$ cat src/rtl/sensor_frame_pkg.sv
// sensor_frame_pkg
// Shared definitions for the sensor frame scheduler: default payload size,
// scheduler state encoding, statistics counter width and the pad byte that
// is returned whenever there is no frame byte to give the SPI shifter.
// Optional feature macro used by the scheduler files: FRAME_CHECKSUM_EN.
package sensor_frame_pkg;

    localparam int FRAME_BYTES_DEF = 32;

    localparam int CNT_W = 8;
    localparam logic [CNT_W-1:0] CNT_MAX = '1;

    localparam logic [7:0] PAD_BYTE = 8'h00;

    typedef enum logic [1:0] {
        IDLE  = 2'd0,
        ARMED = 2'd1,
        SEND  = 2'd2
    } sched_state_e;

endpackage

$ cat src/rtl/frame_shadow_buf.sv
// frame_shadow_buf
// Shadow copy of one sensor frame. The whole packed frame is captured on a
// single load strobe; one byte is read out combinationally by index.
// Byte i of the frame lives in bits [8*i +: 8] of load_data_i.
// Optional feature macro: FRAME_CHECKSUM_EN (adds csum_o, the XOR of all
// stored payload bytes).
//
// Ports:
//   clk, rst_n    clock, asynchronous active-low reset (buffer cleared to 0x00)
//   load_i        capture load_data_i into the shadow this cycle
//   load_data_i   packed frame, FRAME_BYTES bytes
//   rd_idx_i      byte index to read
//   rd_data_o     shadow byte at rd_idx_i, pad byte when out of range
//   csum_o        XOR of stored bytes (FRAME_CHECKSUM_EN only)
module frame_shadow_buf
    import sensor_frame_pkg::*;
#(
    parameter int FRAME_BYTES = FRAME_BYTES_DEF,
    parameter int IDX_W       = $clog2(FRAME_BYTES_DEF + 2)
) (
    input  logic                     clk,
    input  logic                     rst_n,
    input  logic                     load_i,
    input  logic [8*FRAME_BYTES-1:0] load_data_i,
    input  logic [IDX_W-1:0]         rd_idx_i,
`ifdef FRAME_CHECKSUM_EN
    output logic [7:0]               csum_o,
`endif
    output logic [7:0]               rd_data_o
);

    logic [8*FRAME_BYTES-1:0] shadow_q;
    logic [8*FRAME_BYTES-1:0] shadow_d;

    always_comb begin
        shadow_d = shadow_q;
        if (load_i) begin
            shadow_d = load_data_i;
        end
    end

    always_ff @(posedge clk or negedge rst_n) begin
        if (!rst_n) begin
            shadow_q <= '0;
        end else begin
            shadow_q <= shadow_d;
        end
    end

    always_comb begin
        rd_data_o = PAD_BYTE;
        for (int i = 0; i < FRAME_BYTES; i++) begin
            if (rd_idx_i == IDX_W'(i)) begin
                rd_data_o = shadow_q[8*i +: 8];
            end
        end
    end

`ifdef FRAME_CHECKSUM_EN
    // Derived from the stored content, so an aborted-and-retried frame
    // still carries a checksum that matches what was actually sent.
    always_comb begin
        csum_o = 8'h00;
        for (int i = 0; i < FRAME_BYTES; i++) begin
            csum_o = csum_o ^ shadow_q[8*i +: 8];
        end
    end
`endif

endmodule

$ cat src/rtl/sensor_frame_scheduler.sv
// sensor_frame_scheduler
// Takes snapshots of packed sensor frames into a shadow buffer and hands
// them byte by byte to an SPI slave shifter while the MCU holds cs_n low.
// Optional feature macro: FRAME_CHECKSUM_EN (appends an XOR checksum byte,
// frame length becomes FRAME_BYTES+1).
//
// Handshakes:
//   src_ready/src_ack: the packer holds src_ready until it sees the one-cycle
//   src_ack pulse; a snapshot is taken on the edge where src_ready is seen
//   and src_ack is high the following cycle. src_ready seen while src_ack is
//   high is the same request and is ignored.
//   byte_req/tx_valid: every accepted byte_req yields exactly one tx_valid
//   pulse one cycle later with tx_byte; byte_req on the cycle cs_n is high
//   while sending is dropped.
//
// Ports:
//   clk, rst_n    clock, asynchronous active-low reset
//   src_bytes     packed frame from packer (byte i at [8*i +: 8])
//   src_ready     packer has a new frame
//   src_ack       snapshot taken (pulse)
//   cs_n          MCU chip select, synchronous to clk
//   byte_req      shifter wants the next byte (pulse)
//   tx_byte       byte for the shifter
//   tx_valid      tx_byte valid (pulse)
//   frame_irq     a frame is armed and waiting for the MCU
//   overrun_cnt   saturating count of unread frames replaced by newer ones
//   abort_cnt     saturating count of reads cut short by cs_n
//   dbg_state_o   current scheduler state
module sensor_frame_scheduler
    import sensor_frame_pkg::*;
#(
    parameter int FRAME_BYTES = FRAME_BYTES_DEF
) (
    input  logic                     clk,
    input  logic                     rst_n,
    input  logic [8*FRAME_BYTES-1:0] src_bytes,
    input  logic                     src_ready,
    output logic                     src_ack,
    input  logic                     cs_n,
    input  logic                     byte_req,
    output logic [7:0]               tx_byte,
    output logic                     tx_valid,
    output logic                     frame_irq,
    output logic [CNT_W-1:0]         overrun_cnt,
    output logic [CNT_W-1:0]         abort_cnt,
    output logic [1:0]               dbg_state_o
);

    // Index must reach the frame length (FRAME_BYTES+1 with checksum).
    localparam int IDX_W = $clog2(FRAME_BYTES + 2);
`ifdef FRAME_CHECKSUM_EN
    localparam int FRAME_LEN = FRAME_BYTES + 1;
`else
    localparam int FRAME_LEN = FRAME_BYTES;
`endif
    localparam logic [IDX_W-1:0] LEN_IDX = IDX_W'(FRAME_LEN);

    sched_state_e     state_q, state_d;
    logic [IDX_W-1:0] idx_q, idx_d;
    logic             src_ack_q, src_ack_d;
    logic             tx_valid_q, tx_valid_d;
    logic [7:0]       tx_byte_q, tx_byte_d;
    logic             frame_irq_q, frame_irq_d;
    logic [CNT_W-1:0] overrun_q, overrun_d;
    logic [CNT_W-1:0] abort_q, abort_d;

    logic       shadow_load;
    logic       can_load;
    logic [7:0] buf_data;
    logic [7:0] rd_byte;

`ifdef FRAME_CHECKSUM_EN
    logic [7:0] buf_csum;
`endif

    frame_shadow_buf #(
        .FRAME_BYTES (FRAME_BYTES),
        .IDX_W       (IDX_W)
    ) u_shadow (
        .clk         (clk),
        .rst_n       (rst_n),
        .load_i      (shadow_load),
        .load_data_i (src_bytes),
        .rd_idx_i    (idx_q),
`ifdef FRAME_CHECKSUM_EN
        .csum_o      (buf_csum),
`endif
        .rd_data_o   (buf_data)
    );

    always_comb begin
        rd_byte = buf_data;
`ifdef FRAME_CHECKSUM_EN
        if (idx_q == IDX_W'(FRAME_BYTES)) begin
            rd_byte = buf_csum;
        end
`endif
    end

    // The ack-cycle guard keeps a held src_ready from re-triggering.
    assign can_load = src_ready && cs_n && !src_ack_q;

    always_comb begin
        state_d     = state_q;
        idx_d       = idx_q;
        src_ack_d   = 1'b0;
        tx_valid_d  = 1'b0;
        tx_byte_d   = tx_byte_q;
        frame_irq_d = frame_irq_q;
        overrun_d   = overrun_q;
        abort_d     = abort_q;
        shadow_load = 1'b0;

        case (state_q)
            IDLE: begin
                if (byte_req) begin
                    tx_valid_d = 1'b1;
                    tx_byte_d  = PAD_BYTE;
                end
                if (can_load) begin
                    shadow_load = 1'b1;
                    src_ack_d   = 1'b1;
                    frame_irq_d = 1'b1;
                    state_d     = ARMED;
                end
            end
            ARMED: begin
                if (byte_req) begin
                    tx_valid_d = 1'b1;
                    tx_byte_d  = PAD_BYTE;
                end
                // Chip select wins over a competing reload.
                if (!cs_n) begin
                    state_d     = SEND;
                    idx_d       = '0;
                    frame_irq_d = 1'b0;
                end else if (can_load) begin
                    shadow_load = 1'b1;
                    src_ack_d   = 1'b1;
                    if (overrun_q != CNT_MAX) begin
                        overrun_d = overrun_q + 1'b1;
                    end
                end
            end
            SEND: begin
                if (cs_n) begin
                    if (idx_q >= LEN_IDX) begin
                        state_d = IDLE;
                    end else begin
                        state_d     = ARMED;
                        frame_irq_d = 1'b1;
                        if (abort_q != CNT_MAX) begin
                            abort_d = abort_q + 1'b1;
                        end
                    end
                end else if (byte_req) begin
                    tx_valid_d = 1'b1;
                    if (idx_q < LEN_IDX) begin
                        tx_byte_d = rd_byte;
                        idx_d     = idx_q + 1'b1;
                    end else begin
                        tx_byte_d = PAD_BYTE;
                    end
                end
            end
            default: begin
                state_d = IDLE;
            end
        endcase
    end

    always_ff @(posedge clk or negedge rst_n) begin
        if (!rst_n) begin
            state_q     <= IDLE;
            idx_q       <= '0;
            src_ack_q   <= 1'b0;
            tx_valid_q  <= 1'b0;
            tx_byte_q   <= PAD_BYTE;
            frame_irq_q <= 1'b0;
            overrun_q   <= '0;
            abort_q     <= '0;
        end else begin
            state_q     <= state_d;
            idx_q       <= idx_d;
            src_ack_q   <= src_ack_d;
            tx_valid_q  <= tx_valid_d;
            tx_byte_q   <= tx_byte_d;
            frame_irq_q <= frame_irq_d;
            overrun_q   <= overrun_d;
            abort_q     <= abort_d;
        end
    end

    assign src_ack     = src_ack_q;
    assign tx_valid    = tx_valid_q;
    assign tx_byte     = tx_byte_q;
    assign frame_irq   = frame_irq_q;
    assign overrun_cnt = overrun_q;
    assign abort_cnt   = abort_q;
    assign dbg_state_o = state_q;

endmodule

$ cat config.mk
export PLATFORM = sky130hd
export DESIGN_NAME = sensor_frame_scheduler
export DESIGN_NICKNAME = d
export VERILOG_FILES = /design/src/rtl/sensor_frame_pkg.sv /design/src/rtl/frame_shadow_buf.sv /design/src/rtl/sensor_frame_scheduler.sv
export SDC_FILE = /design/constraint.sdc
export NUM_CORES = 1
export LEC_CHECK = 0
export ABC_AREA = 1
export CAP_MARGIN = 5
export CORE_AREA = 2 2 163 165
export DETAILED_ROUTE_END_ITERATION = 10
export DIE_AREA = 0 0 165 167
export GPL_TIMING_DRIVEN = 0
export PLACE_DENSITY = 0.85
export SLEW_MARGIN = 25
export SYNTH_ARGS = -nofsm -noshare
export SYNTH_HDL_FRONTEND = slang
export SYNTH_SLANG_ARGS = --single-unit
$ cat constraint.sdc
create_clock -name clk -period 7 [get_ports clk]
set_input_delay 2.1 -clock clk [delete_from_list [all_inputs] [get_ports clk]]
set_output_delay 2.1 -clock clk [all_outputs]
set_load 0.01 [all_outputs]
* Yosys cells after proc, flatten, opt, wreduce, memory -nomap -nowiden
Cells that the tools add are included.
** Storage, ports and cells
- Register bits :: 291
- Input bits :: 261
** Operators by class
- $add $sub $neg :: 3
- $lt $le $gt $ge :: 2
- Equality and inequality tests :: 43
- Muxes and demuxes :: 58
- Bitwise gates (word level) :: 1
- Reduce and logical (&&, ||, !) cells :: 15
** Operators with widths (number)
- 8-bit two-way mux :: 36
- 6-bit by 5-bit equality test with 1-bit output (second input constant) :: 16
- 6-bit by 4-bit equality test with 1-bit output (second input constant) :: 8
- 6-bit by 3-bit equality test with 1-bit output (second input constant) :: 4
- 6-bit two-way mux :: 4
- 8-bit by 1-bit adder with 8-bit output (second input constant) :: 2
- 8-bit != test (second input constant) :: 2
- 8-bit one-hot mux with 2 select lines :: 1
- 2-bit != test (second input constant) :: 7
- 6-bit by 2-bit equality test with 1-bit output (second input constant) :: 2
- 6-bit one-hot mux with 2 select lines :: 1
- 4-bit AND reduction :: 3
- 5-bit AND reduction :: 2
- 1-bit two-way mux :: 9
- 6-bit by 1-bit adder with 6-bit output (second input constant) :: 1
- 6-bit by 1-bit equality test with 1-bit output (second input constant) :: 1
- 6-bit >= comparator (second input constant) :: 1
- 6-bit logical NOT :: 1
- 6-bit < comparator (second input constant) :: 1
- 2-bit two-way mux :: 3
- 2-bit one-hot mux with 3 select lines :: 1
- 1-bit one-hot mux with 2 select lines :: 2
- 2-bit nonzero test :: 2
- 1-bit one-hot mux with 3 select lines :: 1
- 10 further kinds :: 11

* Logic depth before layout (Yosys ltp)
- Depth in word-level cells :: 37
- Gate-level depth with buffers :: 40
- Gate-level depth less buffers :: 40

* Hierarchy
A second synthesis with hierarchy kept.
** Second synthesis, totals
- Cells, all modules :: 1454
- Area, all modules :: 13636.8 um2
** By module, submodules not included
- frame_shadow_buf :: instances 1, cells each 1228, area each 11822.6 um2, sequential area each 6406.1 um2
- sensor_frame_scheduler :: instances 1, cells each 226, area each 1814.2 um2, sequential area each 875.8 um2

* Least setup slack after synthesis
Ideal clock, no wire load.
- Kind :: input-to-reg
- Start point :: in cs_n
- End point :: reg idx_q[4]
- Setup time :: 131 ps
- Arrival time :: 3228 ps
- Data required time :: 6869 ps
- Path slack :: 3642 ps
- Cell stages on the path :: 10
- Path buffers :: 0
- Cell sequence :: inv_1 nand3_1 nand2_1 clkinv_1 nor4_1 nor2_1 inv_1 nand2_1 o21ai_0 a21oi_1
** On the way
- Word-level cells in the longest chain between the ends :: 2
** Ends and longest elaborated chain
- start, declared :: RTL line sensor_frame_scheduler.sv:39 : input logic cs_n,
- 2-bit != test (no source line)
- 5-bit AND reduction (no source line) *
- end signal, assigned :: RTL line sensor_frame_scheduler.sv:184 : idx_q <= idx_d;
- end, declared :: RTL line sensor_frame_scheduler.sv:59 : logic [IDX_W-1:0] idx_q, idx_d;
Every way passes the cells marked *; elsewhere a longest branch is shown, timed or not.
A chain may end at the register's enable or synchronous reset.

* Worst setup path in the final report
- Start point :: in cs_n
- End point :: reg u_shadow.shadow_q[19]
** On the way
- Word-level cells in the longest chain between the ends :: 5
** Ends and longest elaborated chain
- 1-bit logical AND (2 in a row) :: RTL line sensor_frame_scheduler.sv:101 : assign can_load = src_ready && cs_n && !src_ack_q;
- 1-bit two-way mux :: RTL line sensor_frame_scheduler.sv:120, sensor_frame_scheduler.sv:137
- 1-bit two-way mux :: RTL line sensor_frame_scheduler.sv:133 : if (!cs_n) begin
- 1-bit one-hot mux with 2 select lines * :: RTL line sensor_frame_scheduler.sv:114 : case (state_q)
- end signal, assigned :: RTL line frame_shadow_buf.sv:46 : shadow_q <= shadow_d;
- end, declared :: RTL line frame_shadow_buf.sv:32 : logic [8*FRAME_BYTES-1:0] shadow_q;
Marks and branches as above.

==> results.yml <==
route:
  routed.top_layer: "met4"
  wl_um: 41600
  drt_iter0_drc: 1409
  vias: 13700
  viasPerCell: 5.18
  wire_per_inst_um: 15.8
  final_antenna_net_count: 0
  wl_met1_um: 17600
  dr_wl_met2_um: 19600
  drc_errors: 0
  first_pass_iters: 6
  wl_met3_um: 2970
global_routing:
  grt-ovfl-total: 0
  track_usage_pct: 30.3
  grt_pass1_wl_um: 66500
  grt_pass1_vias: 13600
  antenna_found_initial: 0
  grt_max_degree: 96
clock_tree:
  cts_hold_buf: 0
  cts-root-buf: "clkbuf_16"
  cts.sinks: 291
  numCtsBuffers: 31
  cts_tree: "built"
  clk_latency_ps: 560
  clockBufferDepth: 3
  cts.repair.resized: 0
  clk_pin_slew_ps: 60
  cts-htree-levels: 1
  cts_setup_buffers: 0
yosys:
  ys_seq_area_share_pct: 51.4
  yosysUniqueCellTypes: 32
  synth_area_leaders: "dfrtp_1 (51%), nand2_1 (26%), inv_1 (4.9%), o21ai_0 (4.8%), a21oi_1 (3.3%)"
  ys_warn_count: 0
  syn_nets: 2223
  yosysTopAreaCellShare_pct: 51.4
  yosysTopAreaCell: "dfrtp_1"
  avgSynthCellArea_um2: 7.25
  syn_area_mm2: 0.0142
  synth_cells: 1956
  synth-seq-cells: 291
worst_setup_path:
  startpoint_type: "input port"
  worst_setup_path_end_kind: "register"
  cp_slowest_stage_delay_ps: 660
  r2r-start: "idx_q[0]"
  cp_cell_sequence: "clkdlybuf4s50_1 > nand2_1 > nor2_1 > inv_1 > nor2_1 > clkbuf_1 > clkbuf_1 > nand2_1 > o21ai_0"
  critPathArrivalTime_ps: 4990
  crit_start: "cs_n"
  cp.required_ps: 7460
  path_max_fanout: 10
  crit_type: "input port to register"
  slowest_stage: "nor2_1"
sta:
  slew-limit-headroom_pct: 42.3
  finalWorstSetupSlack_ps: 2470
  final.period_utilization_pct: 64.7
  grt_setup_unrepaired: "false"
  min_period_ps: 4530
  finalSetupViolCount: 0
  worst_pin_slew_ps: 862
  finClkSkew_ps: 9.96
  hold_viol: 0
  finalMaxSlewViolations: 0
  clock.fmax_ghz: 0.221
  hold_ws_ps: 465
placement:
  portBuffers: 289
  gp_congestion: 0.938
  dpl.hpwl_um: 31100
  dpl_cell_area_mm2: 0.0176
  pre_cts_ws_ps: 1950
final_layout:
  drive_above_1_share_pct: 3.69
  multi_input_area_mm2: 0.00582
  final_cell_mix: "nand2_1 (985), dfrtp_1 (291), clkdlybuf4s50_1 (288), inv_1 (185), o21ai_0 (135)"
  final_common_cell: "nand2_1"
  area_delta_synth_final_pct: 30.7
  design_area_mm2: 0.0185
  fillers: 1975
  ff_latch_area_mm2: 0.00728
  num_antenna_cells: 0
  nets: 2548
power_and_ir_drop:
  ir_worst_vdd_uv: 193
  powerDensity_mw_per_mm2: 349
  p_leak_nw: 9.46
floorplan:
  ios: 290
  dieWidth_um: 165
  core_mm2: 0.0258
  die_h_um: 167
  start_util_pct: 55.0
  fp.dieArea_mm2: 0.0276
  rows: 59
worst_hold_path:
  hold_path_class: "register to register"
  hold_start: "u_shadow.shadow_q[117]"
run_status:
  status: "completed"
job:
  drv_cap: 0
-- cell usage after synthesis --
library cell / n
or2_2: 8
nor2_1: 58
o211ai_1: 2
a21oi_1: 93
inv_4: 1
nor4_1: 2
o21ai_0: 135
buf_4: 1
nand2_2: 1
o221ai_1: 1
nand3_2: 1
clkbuf_1: 76
nand3_1: 52
nor2_2: 6
clkinv_1: 2
inv_1: 185
nand3b_1: 2
buf_6: 1
nor3_1: 3
buf_2: 5
o21ai_1: 7
buf_8: 1
nor2_8: 1
nand4_1: 5
inv_2: 6
o22ai_1: 1
xnor2_1: 4
xor2_1: 10
nor2_4: 4
ha_1: 6
nand2_1: 985
dfrtp_1: 291
-- kinds of logic (layout without fill, tap and decap cells) --
logic type / after synthesis / count (layout) / share of synthesized area, %
adders and majority gates: 6 / 6 / 0.529
buffers and inverters: 278 / 624 / 7.58
and+or+nand+nor: 1128 / 1128 / 31.2
DFF: 291 / 291 / 51.4
xor gates and xnor gates: 14 / 14 / 0.865
AOI/OAI and AO/OA: 239 / 239 / 8.51
-- final timing paths --
kind                       depth (start not counted)  slack, ps                     end
min in group asynchronous                          1       1430   u_shadow.shadow_q[85]
setup / recovery                                   9       2470   u_shadow.shadow_q[19]
hold reg to reg                                    2        460  u_shadow.shadow_q[117]
setup reg to reg                                  36       3090              tx_byte[1]
hold / removal                                     2        460  u_shadow.shadow_q[117]
max in group asynchronous                          3       4350  u_shadow.shadow_q[229]
-- metal layers --
metal  vias to the layer above  track usage, %
met1                      6329            40.7
met3                       113            4.51
met4                         0            10.3
li1                       6625               -
met2                       594            50.3
met5                         -               0
-- power by group --
group / switching [W] / leakage, nW / internal, W
Clock: 0.000652 / 0.470 / 0.000892
Combinational: 0.00142 / 5.37 / 0.000827
Sequential: 0.000342 / 3.62 / 0.00233
Total: 0.00242 / 9.46 / 0.00405
-- registers in the layout, summed over array words and instances (netlist names) --
signal	flops
abort_cnt	8
u_shadow.shadow_q	256
tx_byte	8
idx_q	6
dbg_state_o	2
tx_valid	1
overrun_cnt	8
frame_irq	1
src_ack	1
-- area by class of cell --
| cell class | count | share of cell area (%) |
|---|---|---|
| plain buffers | 84 | 1.86 |
| clock buffers | 48 | 4.96 |
| clock inverters | 6 | 0.176 |
| inverters | 194 | 3.94 |
| multi-input cells | 1387 | 31.4 |
| flip-flops and latches | 291 | 39.3 |
| well taps | 335 | 2.26 |
| repair buffers | 292 | 16.1 |
-- metrics by stage --
| step | setup TNS [ps] | total power, W | utilization, % | std cells |
|---|---|---|---|---|
| global placement | -2430050 | 0.00479 | 67.9 | 2580 |
| CTS | 0 | 0.00645 | 71.9 | 2637 |
| floorplan | 0 | 0.00398 | - | 1956 |
| detailed placement | 0 | 0.00488 | 68.2 | 2583 |
| global route | 0 | 0.00692 | 71.9 | 2637 |
| finish | 0 | 0.00646 | 71.9 | 2637 |
-- worst max-delay path: cells and delay by family --
family / cells / cell delay (ps)
buffers and inverters: 4 / 1740
and+or+nand+nor: 4 / 1020
AOI/OAI and AO/OA: 1 / 130
No activity file was read; power rests on OpenSTA's default activity.
==> patch (same flow settings) <==
Set the package constant `FRAME_BYTES_DEF` to 16 (it was 32).
--- a/src/rtl/sensor_frame_pkg.sv
+++ b/src/rtl/sensor_frame_pkg.sv
@@ -5,7 +5,7 @@
 // Optional feature macro used by the scheduler files: FRAME_CHECKSUM_EN.
 package sensor_frame_pkg;
 
-    localparam int FRAME_BYTES_DEF = 32;
+    localparam int FRAME_BYTES_DEF = 16;
 
     localparam int CNT_W = 8;
     localparam logic [CNT_W-1:0] CNT_MAX = '1;
Interface: changed (resized src_bytes); port bits go from 290 to 162. No check against the original RTL was run, so the function may have changed too.
==> patch against the unedited design <==
- sequential cell count fell by 129
- design area fell by 43%
- count of clock-buffer cells in the layout is 29 lower
- power down 42%
- routed wire length down 44%
- area after synthesis is 44% lower
- non-clock buffer count fell by 176
- largest cell class unchanged
- setup slack improved by 0.048 ns
- critical path depth up 1
==> patch: results (changes against the unedited design) <==
| Metric | Value |
|---|---|
| P_leak | `5.384 nW (-43%)` |
| GRT Util Overall | `17.47% (-13 points)` |
| DR pass1 iterations | `5 (-1)` |
| Fin Clk Skew | `0.01124 ns (+0.001285 ns)` |
| Max IR drop VDD | `165.2 uV (-14%)` |
| Synth cell types | `30 (-6.3%)` |
| Placed Instances | `1,588 (-39%)` |
| CP Data Arrival Time | `4.83 ns (-0.16 ns)` |
| Area growth syn-to-layout | `33.08%` |
| I/O Buffers | `161 (-44%)` |
| Vias in the first global route | `7,315 (-46%)` |
| Status | `completed` |
| GP Congestion | `0.8916 (-5.0%)` |
| Tightest Pin Transition | `0.8311 ns (-0.03131 ns)` |
| H-tree depth | `4 (+3)` |
| First-pass GRT wire length | `37,320 um (-44%)` |
| Hold_ws | `0.4652 ns (+0.0003690 ns)` |
| DP Area | `0.01006 mm2 (-43%)` |
| Dpl ws | `2.125 ns (+0.1737 ns)` |
| R2R cell count | `20 (-44%)` |
| Syn Nets | `1,231 (-45%)` |
| HPWL Detailed | `17,870 um (-43%)` |
| FF-to-FF Start | `idx_q[1]` |
| End of the worst hold path | `u_shadow.shadow_q[87]` |
| Largest net degree at the start of global routing | `88 (-8.3%)` |
==> patch: final cells by class <==
class / count / share of cell area, %
tap: 335 / 3.939
inverter: 117 / 4.127
timing repair buffer: 162 / 15.45
clock buffer: 19 / 4.069
buffer: 38 / 1.599
multi-input combinational: 774 / 31.31
clock inverter: 13 / 1.399
sequential: 162 / 38.10
==> patch: critical path: stages <==
cell	delay, ns
clkdlybuf4s50_1	0.66
nand2_1	0.08
nor2_1	0.11
inv_1	0.08
nor2_1	0.15
clkbuf_1	0.61
buf_2	0.39
buf_1	0.40
nand2_1	0.13
nand2_1	0.10
==> patch: cells by family after synthesis <==
kind of cell,count (synthesis),share of synthesized area (%)
AND/OR/NAND/NOR,683,34.40
multiplexers,2,0.2817
AO/OA/AOI/OAI,68,4.366
flip-flops,162,50.70
buffers and inverters,155,7.621
XOR/XNOR,14,1.534
adder cells (fa/ha/maj),7,1.095
==> patch: per-layer routing <==
metal  wire [um]  GRT usage (%)
met1       10320          23.37
met2       11150          28.59
met3        1537          3.960
met4         350          4.310
met5           0              0
==> patch: report_power, final <==
| group | leakage [nW] | internal, mW | total, mW | switching (mW) |
|---|---|---|---|---|
| Combinational | 3.07 | 0.471 | 1.25 | 0.780 |
| Sequential | 2.03 | 1.31 | 1.55 | 0.234 |
| Clock | 0.281 | 0.534 | 0.946 | 0.413 |
| Total | 5.38 | 2.32 | 3.75 | 1.43 |
==> patch: how the worst max path moves through the flow <==
stage	from	end	slack [ns]	cells past startpoint
final	cs_n	u_shadow.shadow_q[20]	2.52	10
after global routing	cs_n	u_shadow.shadow_q[118]	2.33	10
after CTS	cs_n	u_shadow.shadow_q[20]	2.57	10
after detailed placement	cs_n	u_shadow.shadow_q[20]	2.12	10
after global placement	rst_n	u_shadow.shadow_q[33]	-2.68	1
after floorplan	src_ready	u_shadow.shadow_q[107]	3.66	9
